`src/rtl/led_log_pkg.sv`:
```
// Shared types and default parameters for the LED change logger.
// The optional per-entry cycle timestamp is enabled with LED_LOG_TIMESTAMP_EN.
package led_log_pkg;

    localparam int DEF_WIDTH      = 8;
    localparam int DEF_DEPTH      = 16;
    localparam int DEF_STABLE_CYC = 4;
    localparam int TS_W           = 16;

    typedef enum logic [1:0] {
        ST_IDLE   = 2'd0,
        ST_QUAL   = 2'd1,
        ST_COMMIT = 2'd2
    } state_e;

endpackage

```
`src/rtl/led_log_fifo.sv`:
```
// Log FIFO: power-of-two circular buffer with a registered read port,
// a count-based empty/full pair and a sticky overflow flag.
module led_log_fifo #(
    parameter int DW    = 8,
    parameter int DEPTH = 16
) (
    input  logic                     clk,
    input  logic                     rst,
    input  logic                     push,
    input  logic [DW-1:0]            din,
    input  logic                     rd_en,
    output logic [DW-1:0]            dout,
    output logic                     dout_valid,
    output logic                     empty,
    output logic                     full,
    output logic [$clog2(DEPTH):0]   count,
    output logic                     overflow
);

    localparam int PTR_W = $clog2(DEPTH);
    localparam int CW    = PTR_W + 1;

    logic [DW-1:0]    mem_q [DEPTH];
    logic [PTR_W-1:0] wr_ptr_q, wr_ptr_d;
    logic [PTR_W-1:0] rd_ptr_q, rd_ptr_d;
    logic [CW-1:0]    count_q, count_d;
    logic [DW-1:0]    dout_q, dout_d;
    logic             dout_valid_q, dout_valid_d;
    logic             overflow_q, overflow_d;
    logic             do_pop, do_push, do_drop;

    always_comb begin
        empty   = (count_q == '0);
        full    = (count_q == CW'(DEPTH));
        do_pop  = rd_en && !empty;
        // A pop frees a slot in the same cycle, so a push into a full FIFO still lands.
        do_push = push && (!full || do_pop);
        do_drop = push && full && !do_pop;

        wr_ptr_d     = do_push ? wr_ptr_q + PTR_W'(1) : wr_ptr_q;
        rd_ptr_d     = do_pop  ? rd_ptr_q + PTR_W'(1) : rd_ptr_q;
        dout_d       = do_pop  ? mem_q[rd_ptr_q] : dout_q;
        dout_valid_d = do_pop;
        overflow_d   = overflow_q || do_drop;

        count_d = count_q;
        case ({do_push, do_pop})
            2'b10:   count_d = count_q + CW'(1);
            2'b01:   count_d = count_q - CW'(1);
            default: count_d = count_q;
        endcase
    end

    // NOTE: sequential state uses non-blocking assignments so every flop samples pre-edge values.
    always_ff @(posedge clk) begin
        if (rst) begin
            wr_ptr_q     <= '0;
            rd_ptr_q     <= '0;
            count_q      <= '0;
            dout_q       <= '0;
            dout_valid_q <= 1'b0;
            overflow_q   <= 1'b0;
        end else begin
            wr_ptr_q     <= wr_ptr_d;
            rd_ptr_q     <= rd_ptr_d;
            count_q      <= count_d;
            dout_q       <= dout_d;
            dout_valid_q <= dout_valid_d;
            overflow_q   <= overflow_d;
        end
    end

    // NOTE: storage is not reset; count and pointers alone decide which entries are valid.
    always_ff @(posedge clk) begin
        if (!rst && do_push) begin
            mem_q[wr_ptr_q] <= din;
        end
    end

    assign dout       = dout_q;
    assign dout_valid = dout_valid_q;
    assign count      = count_q;
    assign overflow   = overflow_q;

endmodule

```
`src/rtl/led_change_logger.sv`:
```
// Synchronizes an asynchronous LED bus, qualifies changes over STABLE_CYC samples
// and logs accepted values into led_log_fifo. Optional macro: LED_LOG_TIMESTAMP_EN.
module led_change_logger
    import led_log_pkg::*;
#(
    parameter int WIDTH      = DEF_WIDTH,
    parameter int DEPTH      = DEF_DEPTH,
    parameter int STABLE_CYC = DEF_STABLE_CYC
) (
    input  logic                   clk,
    input  logic                   rst,
    input  logic [WIDTH-1:0]       led_in,
    input  logic                   rd_en,
    output logic [WIDTH-1:0]       dout,
    output logic                   dout_valid,
    output logic                   empty,
    output logic                   full,
    output logic [$clog2(DEPTH):0] count,
    output logic                   overflow
`ifdef LED_LOG_TIMESTAMP_EN
    ,
    output logic [TS_W-1:0]        ts_out
`endif
);

    localparam int CNT_W = $clog2(STABLE_CYC + 1);
`ifdef LED_LOG_TIMESTAMP_EN
    localparam int DW = WIDTH + TS_W;
`else
    localparam int DW = WIDTH;
`endif

    state_e           state_q, state_d;
    logic [WIDTH-1:0] sync1_q, sync1_d;
    logic [WIDTH-1:0] led_s_q, led_s_d;
    logic [WIDTH-1:0] last_val_q, last_val_d;
    logic [WIDTH-1:0] cand_q, cand_d;
    logic [CNT_W-1:0] stab_cnt_q, stab_cnt_d;
    logic             push;
    logic [DW-1:0]    fifo_din;
    logic [DW-1:0]    fifo_dout;

    always_comb begin
        sync1_d    = led_in;
        led_s_d    = sync1_q;
        state_d    = state_q;
        last_val_d = last_val_q;
        cand_d     = cand_q;
        stab_cnt_d = stab_cnt_q;
        push       = 1'b0;

        case (state_q)
            ST_IDLE: begin
                if (led_s_q != last_val_q) begin
                    cand_d     = led_s_q;
                    stab_cnt_d = CNT_W'(1);
                    state_d    = ST_QUAL;
                end
            end
            ST_QUAL: begin
                // cand always differs from last_val, so the order of these tests is safe.
                if (led_s_q == last_val_q) begin
                    state_d = ST_IDLE;
                end else if (led_s_q != cand_q) begin
                    cand_d     = led_s_q;
                    stab_cnt_d = CNT_W'(1);
                end else if (stab_cnt_q >= CNT_W'(STABLE_CYC)) begin
                    state_d = ST_COMMIT;
                end else begin
                    stab_cnt_d = stab_cnt_q + CNT_W'(1);
                end
            end
            ST_COMMIT: begin
                push       = 1'b1;
                last_val_d = cand_q;
                state_d    = ST_IDLE;
            end
            default: state_d = ST_IDLE;
        endcase
    end

    always_ff @(posedge clk) begin
        if (rst) begin
            state_q    <= ST_IDLE;
            sync1_q    <= '0;
            led_s_q    <= '0;
            last_val_q <= '0;
            cand_q     <= '0;
            stab_cnt_q <= '0;
        end else begin
            state_q    <= state_d;
            sync1_q    <= sync1_d;
            led_s_q    <= led_s_d;
            last_val_q <= last_val_d;
            cand_q     <= cand_d;
            stab_cnt_q <= stab_cnt_d;
        end
    end

`ifdef LED_LOG_TIMESTAMP_EN
    logic [TS_W-1:0] ts_q, ts_d;

    always_comb ts_d = ts_q + TS_W'(1);

    always_ff @(posedge clk) begin
        if (rst) ts_q <= '0;
        else     ts_q <= ts_d;
    end

    assign fifo_din = {ts_q, cand_q};
    assign dout     = fifo_dout[WIDTH-1:0];
    assign ts_out   = fifo_dout[DW-1 -: TS_W];
`else
    assign fifo_din = cand_q;
    assign dout     = fifo_dout;
`endif

    led_log_fifo #(
        .DW    (DW),
        .DEPTH (DEPTH)
    ) u_fifo (
        .clk        (clk),
        .rst        (rst),
        .push       (push),
        .din        (fifo_din),
        .rd_en      (rd_en),
        .dout       (fifo_dout),
        .dout_valid (dout_valid),
        .empty      (empty),
        .full       (full),
        .count      (count),
        .overflow   (overflow)
    );

endmodule

```
`config.mk`:
```
export PLATFORM = sky130hd
export DESIGN_NAME = led_change_logger
export DESIGN_NICKNAME = d
export VERILOG_FILES = /design/src/rtl/led_log_pkg.sv /design/src/rtl/led_log_fifo.sv /design/src/rtl/led_change_logger.sv
export SDC_FILE = /design/constraint.sdc
export NUM_CORES = 1
export LEC_CHECK = 0
export ABC_AREA = 0
export CAP_MARGIN = 20
export CORE_MARGIN = 2
export CORE_UTILIZATION = 60
export CTS_CLUSTER_SIZE = 14
export DETAILED_ROUTE_END_ITERATION = 10
export GPL_ROUTABILITY_DRIVEN = 0
export HOLD_SLACK_MARGIN = 0.05
export MAX_ROUTING_LAYER = met4
export PLACE_DENSITY = 0.83
export RECOVER_POWER = 100
export SLEW_MARGIN = 30
export SYNTH_ARGS = -nofsm -noshare
export SYNTH_HDL_FRONTEND = slang
export SYNTH_SLANG_ARGS = --single-unit
```
`constraint.sdc`:
```
create_clock -name clk -period 8.62 [get_ports clk]
set_input_delay 1.724 -clock clk [delete_from_list [all_inputs] [get_ports clk]]
set_output_delay 1.724 -clock clk [all_outputs]
set_load 0.02 [all_outputs]
```
==> metrics.md, run 1 <==
| Metric | Value |
|---|---|
| Run status | finished, violations left |
| Failing checks | max-capacitance violations, max-slew violations |
| Slew HR | -0.478 |
| Total Wirelength | 13900 microns |
| Critical Path Start | rd_en |
| Tightest Pin Transition | 2.22 ns |
| Pwr Density | around 220 nW/um^2 |
| IO Count | 28 |
| Synth Register Bits | 188 |
| Syn avg cell area | 15.1 sq um |
| Num CTS Buffers | 17 |
| Max cap viols | 2 |
| Footprint of the multi-input gates | 2240 sq um |
| Syn Nets | approximately 510 |
| Final worst path period share | 0.531 |
| Die height | 115 microns |
| Largest net degree at the start of global routing | between 50 and 60 |
| Worst reg2reg startpoint | u_fifo.count[0] |
| Tot GR Track Use | 0.235 |
| Post-synth EDFFs | 128 |
| Post-layout util | 0.695 |
| Synth Flop Type | edfxtp_1 |
| Clock Skews | 0.00885 ns |
| Worst-path maximum fanout | 19 |
| Layout cells sized above 1 | 0.130 |
| H-tree level count | 4 |
| ANT nets after route | 0 |
| Total negative slack | 0 ns |
| Vias in the first global route | 4015 |
| Initial DRC count | 387 |
| CTS tree | done |
| WL/cell | between 15 and 20 microns |
| Crit path arrival time | between 4 and 5 ns |
| Mapped Area | ~7400 sq um |
| Sequential Area | 5050 sq um |
| R2r setup slk | 4.08 ns |
| Post-DP HPWL | between 8000 and 9000 microns |
| Die area | 13300 sq um |
| Port bufs | 27 |
| First-pass GRT wire length | 22100 microns |
| Seq/Total Area, Yosys | 0.679 |
| Grt total ovfl | 0 |
| RSZ-0062 raised after global routing | false |
| Leak pwr | 2.97 nW |
| DRC Markers | 0 |
| Area grow syn2layout | 12.7% |
| Setup crit end kind | register |
| Critical Path End | u_fifo.count[4] |
| Clk pin slew, worst setup/hold paths | 0.06 ns |
| Fillers | ~780 |
| Reg2reg path depth | 9 |
| Root Driver | clkbuf_16 |
| WP data required | between 8 and 9 ns |
| Core footprint | 12100 sq um |
| Total power | approximately 1.8 mW |
| Clk_lat worst skew | 0.42 ns |
| Final Critical Period | 4.58 ns |
| Critical Path Source Type | input port |
| Total number of vias | 4045 |
| Setup bufs post-CTS | 0 |
| Crit Path Class | in2reg |
| Initial antenna violation count | 0 |
| TritonCTS Sinks | 188 |
| Yosys Warn Count | 0 |
| Finish-stage setup viols | 0 |
| Die X | 115 microns |
| Vias per inst | 5.80 |
| F_max | about 220 MHz |
| Ys async rst share | 0 |
| Hold WC Path Type | reg2reg |
| Antenna diodes | 0 |
| Final Slew Violations | 77 |
| Final Hold Viols | 0 |
| Initial Util | 0.616 |
| Max rail drop VDD | around 0.14 mV |
| DR pass1 iterations | 5 |
| Cells after Synth | just under 500 |
| RR Endpoint | u_fifo.count[4] |
| Worst-case clock buffer depth | 2 |
| Post-CTS Resized | 0 |
| Num rows | 40 |
| Nets | ~540 |
| Post-CTS Hold Buffers | 0 |
| Synth unique cells | 39 |
[per-stage QoR]
stage	hold slack (ns)	std cells	setup WS (ns)	instance area, sq um
detailed placement	0.420	665	4.46	7830
global placement	0.419	665	4.59	7830
floorplan	0.414	491	5.27	7430
global route	0.454	697	3.73	8380
CTS	0.436	697	4.61	8410
finish	0.436	697	4.04	8380
[worst min-delay path by stage]
| stage | depth (start not counted) | slack [ns] | end | start |
|---|---|---|---|---|
| 2_1_floorplan | 1 | 0.41 | led_s_q[0] | led_s_d[0] |
| 3_3_place_gp | 1 | 0.42 | led_s_q[1] | led_s_d[1] |
| 3_5_place_dp | 1 | 0.42 | led_s_q[0] | led_s_d[0] |
| 4_1_cts | 1 | 0.44 | led_s_q[0] | led_s_d[0] |
| 5_1_grt | 1 | 0.45 | led_s_q[2] | led_s_d[2] |
| 6_report | 1 | 0.44 | led_s_q[0] | led_s_d[0] |
[per-layer routing]
metal / vias up / share of wire / GRT usage
li1: 1877 / - / -
met1: 2019 / 0.44 / 0.318
met2: 128 / 0.49 / 0.363
met3: 21 / 0.048 / 0.0422
met4: 0 / 0.018 / 0.0867
met5: - / 0 / -
[kinds of logic after synthesis]
logic type / Yosys count / synth area share
AOI/OAI and AO/OA: 60 / 0.0525
buffers and inverters: 30 / 0.0172
adders and majority gates: 11 / 0.0195
xor gates and xnor gates: 25 / 0.0295
DFF: 188 / 0.679
muxes: 45 / 0.116
and+or+nand+nor: 132 / 0.0865
[placed cells by master (no fill, tap or decap), types with 2 or more instances in the layout]
cell and n:
ha_1 10, clkinv_2 2, a21oi_1 32, inv_1 5, nor2_1 44, nand3_1 3, clkbuf_16 18, nor3_1 5
clkdlybuf4s50_1 8, nand2b_1 18, xnor2_1 11, dlygate4sd3_1 18, a22oi_1 16, clkbuf_1 3, edfxtp_1 128, nand4_1 3
dfxtp_1 59, nor4_1 4, buf_4 3, nor2b_1 19, mux2i_1 12, inv_6 3, clkinvlp_4 2, xor2_1 14
nand2_1 28, a31oi_1 3, a21o_1 5, clkinv_4 3, and2_1 2, mux4_2 32
[critical path: stages]
cell and delay (ns):
dlygate4sd3_1 0.60, o21ai_0 0.75, nor2_1 0.37, fa_1 0.54
a21o_1 0.17, a21oi_1 0.27, nand2b_1 0.18, a21o_1 0.12
a21oi_1 0.05
[sequential cells by signal, indices dropped and copies added (netlist names), 2 cells and up]
name,count
led_s_q,8
u_fifo.rd_ptr_q,4
stab_cnt_q,3
led_s_d,8
u_fifo.mem_q,128
cand_q,8
u_fifo.wr_ptr_q,4
last_val_q,8
u_fifo.dout,8
state_q,2
u_fifo.count,5
[report_power, final]
| group | switching (mW) | internal (mW) | total, mW |
|---|---|---|---|
| Combinational | 0.0476 | 0.0428 | 0.0904 |
| Clock | 0.325 | 0.425 | 0.750 |
| Sequential | 0.0149 | 0.969 | 0.984 |
[final cells by class]
class,count,area share
Clock buffer,20,0.0558
Inverter,5,0.00224
Sequential cell,188,0.602
Clock inverter,12,0.0133
Multi-Input combinational cell,273,0.267
Timing Repair Buffer,31,0.0346
Tap cell,168,0.0251
[Yosys cell counts (all sizes together) (4+ instances only)]
cell type	instances	area share
a22oi	16	0.016
mux2i	13	0.019
edfxtp	128	0.52
clkbuf	17	0.0088
a21oi	32	0.022
mux4	32	0.097
dfxtp	60	0.16
inv	5	0.0025
nand2	28	0.014
buf	8	0.0059
nor4	4	0.0034
ha	10	0.017
nand2b	18	0.015
xnor2	11	0.013
a21o	5	0.0051
nor2b	19	0.016
nor2	45	0.023
xor2	14	0.016
nor3	5	0.0034
Note: power is estimated with default switching activity, not from simulation.
==> run 2, diff against run 1 <==
--- a/config.mk
+++ b/config.mk
@@ -8,13 +8,13 @@
 export ABC_AREA = 0
 export CAP_MARGIN = 20
 export CORE_MARGIN = 2
-export CORE_UTILIZATION = 60
+export CORE_UTILIZATION = 54
 export CTS_CLUSTER_SIZE = 14
 export DETAILED_ROUTE_END_ITERATION = 10
 export GPL_ROUTABILITY_DRIVEN = 0
 export HOLD_SLACK_MARGIN = 0.05
 export MAX_ROUTING_LAYER = met4
-export PLACE_DENSITY = 0.83
+export PLACE_DENSITY = 0.79
 export RECOVER_POWER = 100
 export SLEW_MARGIN = 30
 export SYNTH_ARGS = -nofsm -noshare
==> constraint.sdc (replaced) <==
create_clock -name clk -period 4.2 [get_ports clk]
set_input_delay 0.84 -clock clk [delete_from_list [all_inputs] [get_ports clk]]
set_output_delay 0.84 -clock clk [all_outputs]
set_load 0.02 [all_outputs]
==> run 2 against run 1 <==
- the flow still finishes with violations (max-capacitance violations, max-slew violations)
- critical path depth is the same
- die area grew 11%
- utilization down 6.7 points
- total power grew 100%
- clock power increased by 100%
- clock-buffer cell count is 1 lower
- sequential share of layout area rose by 0.090 points
- combinational power increased by 91%
- final area about the same
- largest cell class unchanged
==> metrics.md, run 2 (synthesis results as in run 1) <==
| Metric | Value |
|---|---|
| TritonCTS Sinks | 188 (unchanged) |
| Setup bufs post-CTS | 0 (unchanged) |
| Tightest Pin Transition | 2.58 ns (+0.365 ns) |
| Max FFs per register | 128 (unchanged) |
| Num rows | 42 (+5.0%) |
| Critical Path Source Type | register |
| Most frequent cells in the layout | 128 x edfxtp_1, 58 x dfxtp_1, 44 x nor2_1 |
| Total negative slack | 0 ns (unchanged) |
| Leak pwr | 2.95 nW (-0.94%) |
| Hold_ws | 0.434 ns (-0.00258 ns) |
| Die height | 121 microns (+5.2%) |
| Root Driver | clkbuf_16 |
| IO Count | 28 (unchanged) |
| Worst-case clock buffer depth | 2 (unchanged) |
| CTS tree | done |
| Num CTS Buffers | 17 (unchanged) |
| Crit path arrival time | 3.64 ns (-1.14 ns) |
| Core footprint | 13300 sq um (+11%) |
| Finish-stage setup viols | 0 (unchanged) |
| F_max | 289 MHz |
| Failing checks | max-capacitance violations, max-slew violations |
| Final Critical Period | 3.46 ns |
| RSZ-0062 raised after global routing | false |
| Final Slew Violations | 68 (-12%) |
| Initial DRC count | 479 (+24%) |
| Max rail drop VDD | 0.336 mV (+150%) |
| Largest net degree at the start of global routing | 68 (+19%) |
| Slew HR | -0.721 (-0.243) |
| Initial Util | 0.557 (-0.0594) |
| Clock Skews | 0.0102 ns (+0.00140 ns) |
| Crit Path Class | reg2reg |
| Hold WC Path Type | reg2reg |
| Pwr Density | 445 nW/um^2 (+100%) |
| Commonest non-fill, non-tap cell in the layout | edfxtp_1 |
| Reg2reg path depth | 9 (unchanged) |
| WP data required | 4.38 ns (-4.44 ns) |
| Tot GR Track Use | 0.225 (-0.0103) |
| WL/cell | 21.2 microns (+6.6%) |
| Total power | 3.73 mW (+100%) |
| Die area | 14700 sq um (+11%) |
| Max cap viols | 1 (-1) |
| Area grow syn2layout | 12.7% (about the same) |
| DRC Markers | 0 (unchanged) |
| Worst-path maximum fanout | 19 (unchanged) |
| Layout cells sized above 1 | 0.127 (-0.00330) |
| Vias in the first global route | 4169 (+3.8%) |
| First-pass GRT wire length | 23300 microns (+5.5%) |
| ANT nets after route | 0 (unchanged) |
| Die X | 121 microns (+5.2%) |
| Grt total ovfl | 0 (unchanged) |
| Worst hold path stage count | 1 (unchanged) |
| Post-DP HPWL | 9810 microns (+10%) |
| Run status | finished, violations left |
| Final worst path period share | 0.823 |
| Clk pin slew, worst setup/hold paths | 0.06 ns (about the same) |
| Final Hold Viols | 0 (unchanged) |
| Antenna diodes | 0 (unchanged) |
| DR pass1 iterations | 5 (unchanged) |
| Setup crit end kind | register |
| Nets | 537 (-0.19%) |
| Post-CTS Hold Buffers | 0 (unchanged) |
| H-tree level count | 4 (unchanged) |
| Clk_lat worst skew | 0.43 ns (about the same) |
| Biggest register | u_fifo.mem_q |
| Port bufs | 27 (unchanged) |
| Initial antenna violation count | 0 (unchanged) |
| Vias per inst | 5.94 (+2.3%) |
| Total Wirelength | 14900 microns (+7.6%) |
| Post-CTS Resized | 0 (unchanged) |
| Total number of vias | 4175 (+3.2%) |
run 2: final cells by class:
type                    instances  area (sq um)
repair buffers                 30           283
fillers                       947          4970
flip-flops and latches        188          5050
well taps                     176           220
inverters                       5          18.8
clock inverters                12           123
clock buffers                  19           433
multi-input cells             273          2250
run 2: layer usage:
metal  up-vias  part of all wire  GRT usage
met2       154              0.50      0.347
met3        36             0.052     0.0540
met5         -                 0          -
met1      2109              0.41      0.283
li1       1876                 -          -
met4         0             0.041      0.108
run 2: worst paths after layout:
path	start	to	slack, ns
hold reg to reg	led_s_d[2]	led_s_q[2]	0.43
setup reg to reg	u_fifo.count[0]	u_fifo.count[4]	0.74
setup / recovery	u_fifo.count[0]	u_fifo.count[4]	0.74
hold / removal	led_s_d[2]	led_s_q[2]	0.43
run 2: critical path, stage by stage, from the launching register on:
cell      delay (ns)
dfxtp_1         0.39
or4_1           0.70
o21ai_2         0.65
nor2_1          0.24
fa_1            0.46
a21o_1          0.17
a21oi_1         0.27
nand2b_1        0.18
a21o_1          0.11
a21oi_1         0.06
run 2: through the flow:
stage	worst slack, ns	std cells	utilization	area, sq um
global placement	1.04	672	0.587	7830
detailed placement	0.937	672	0.587	7840
floorplan	1.34	491	-	7430
global route	0.511	703	0.627	8370
finish	0.743	703	0.627	8370
CTS	1.03	703	0.629	8390
run 2: report_power, final:
part,internal [mW],switching [mW],total [mW]
Clock,0.868,0.653,1.52
Combinational,0.0882,0.0846,0.173
Sequential,1.99,0.0473,2.04
Total,2.94,0.785,3.73
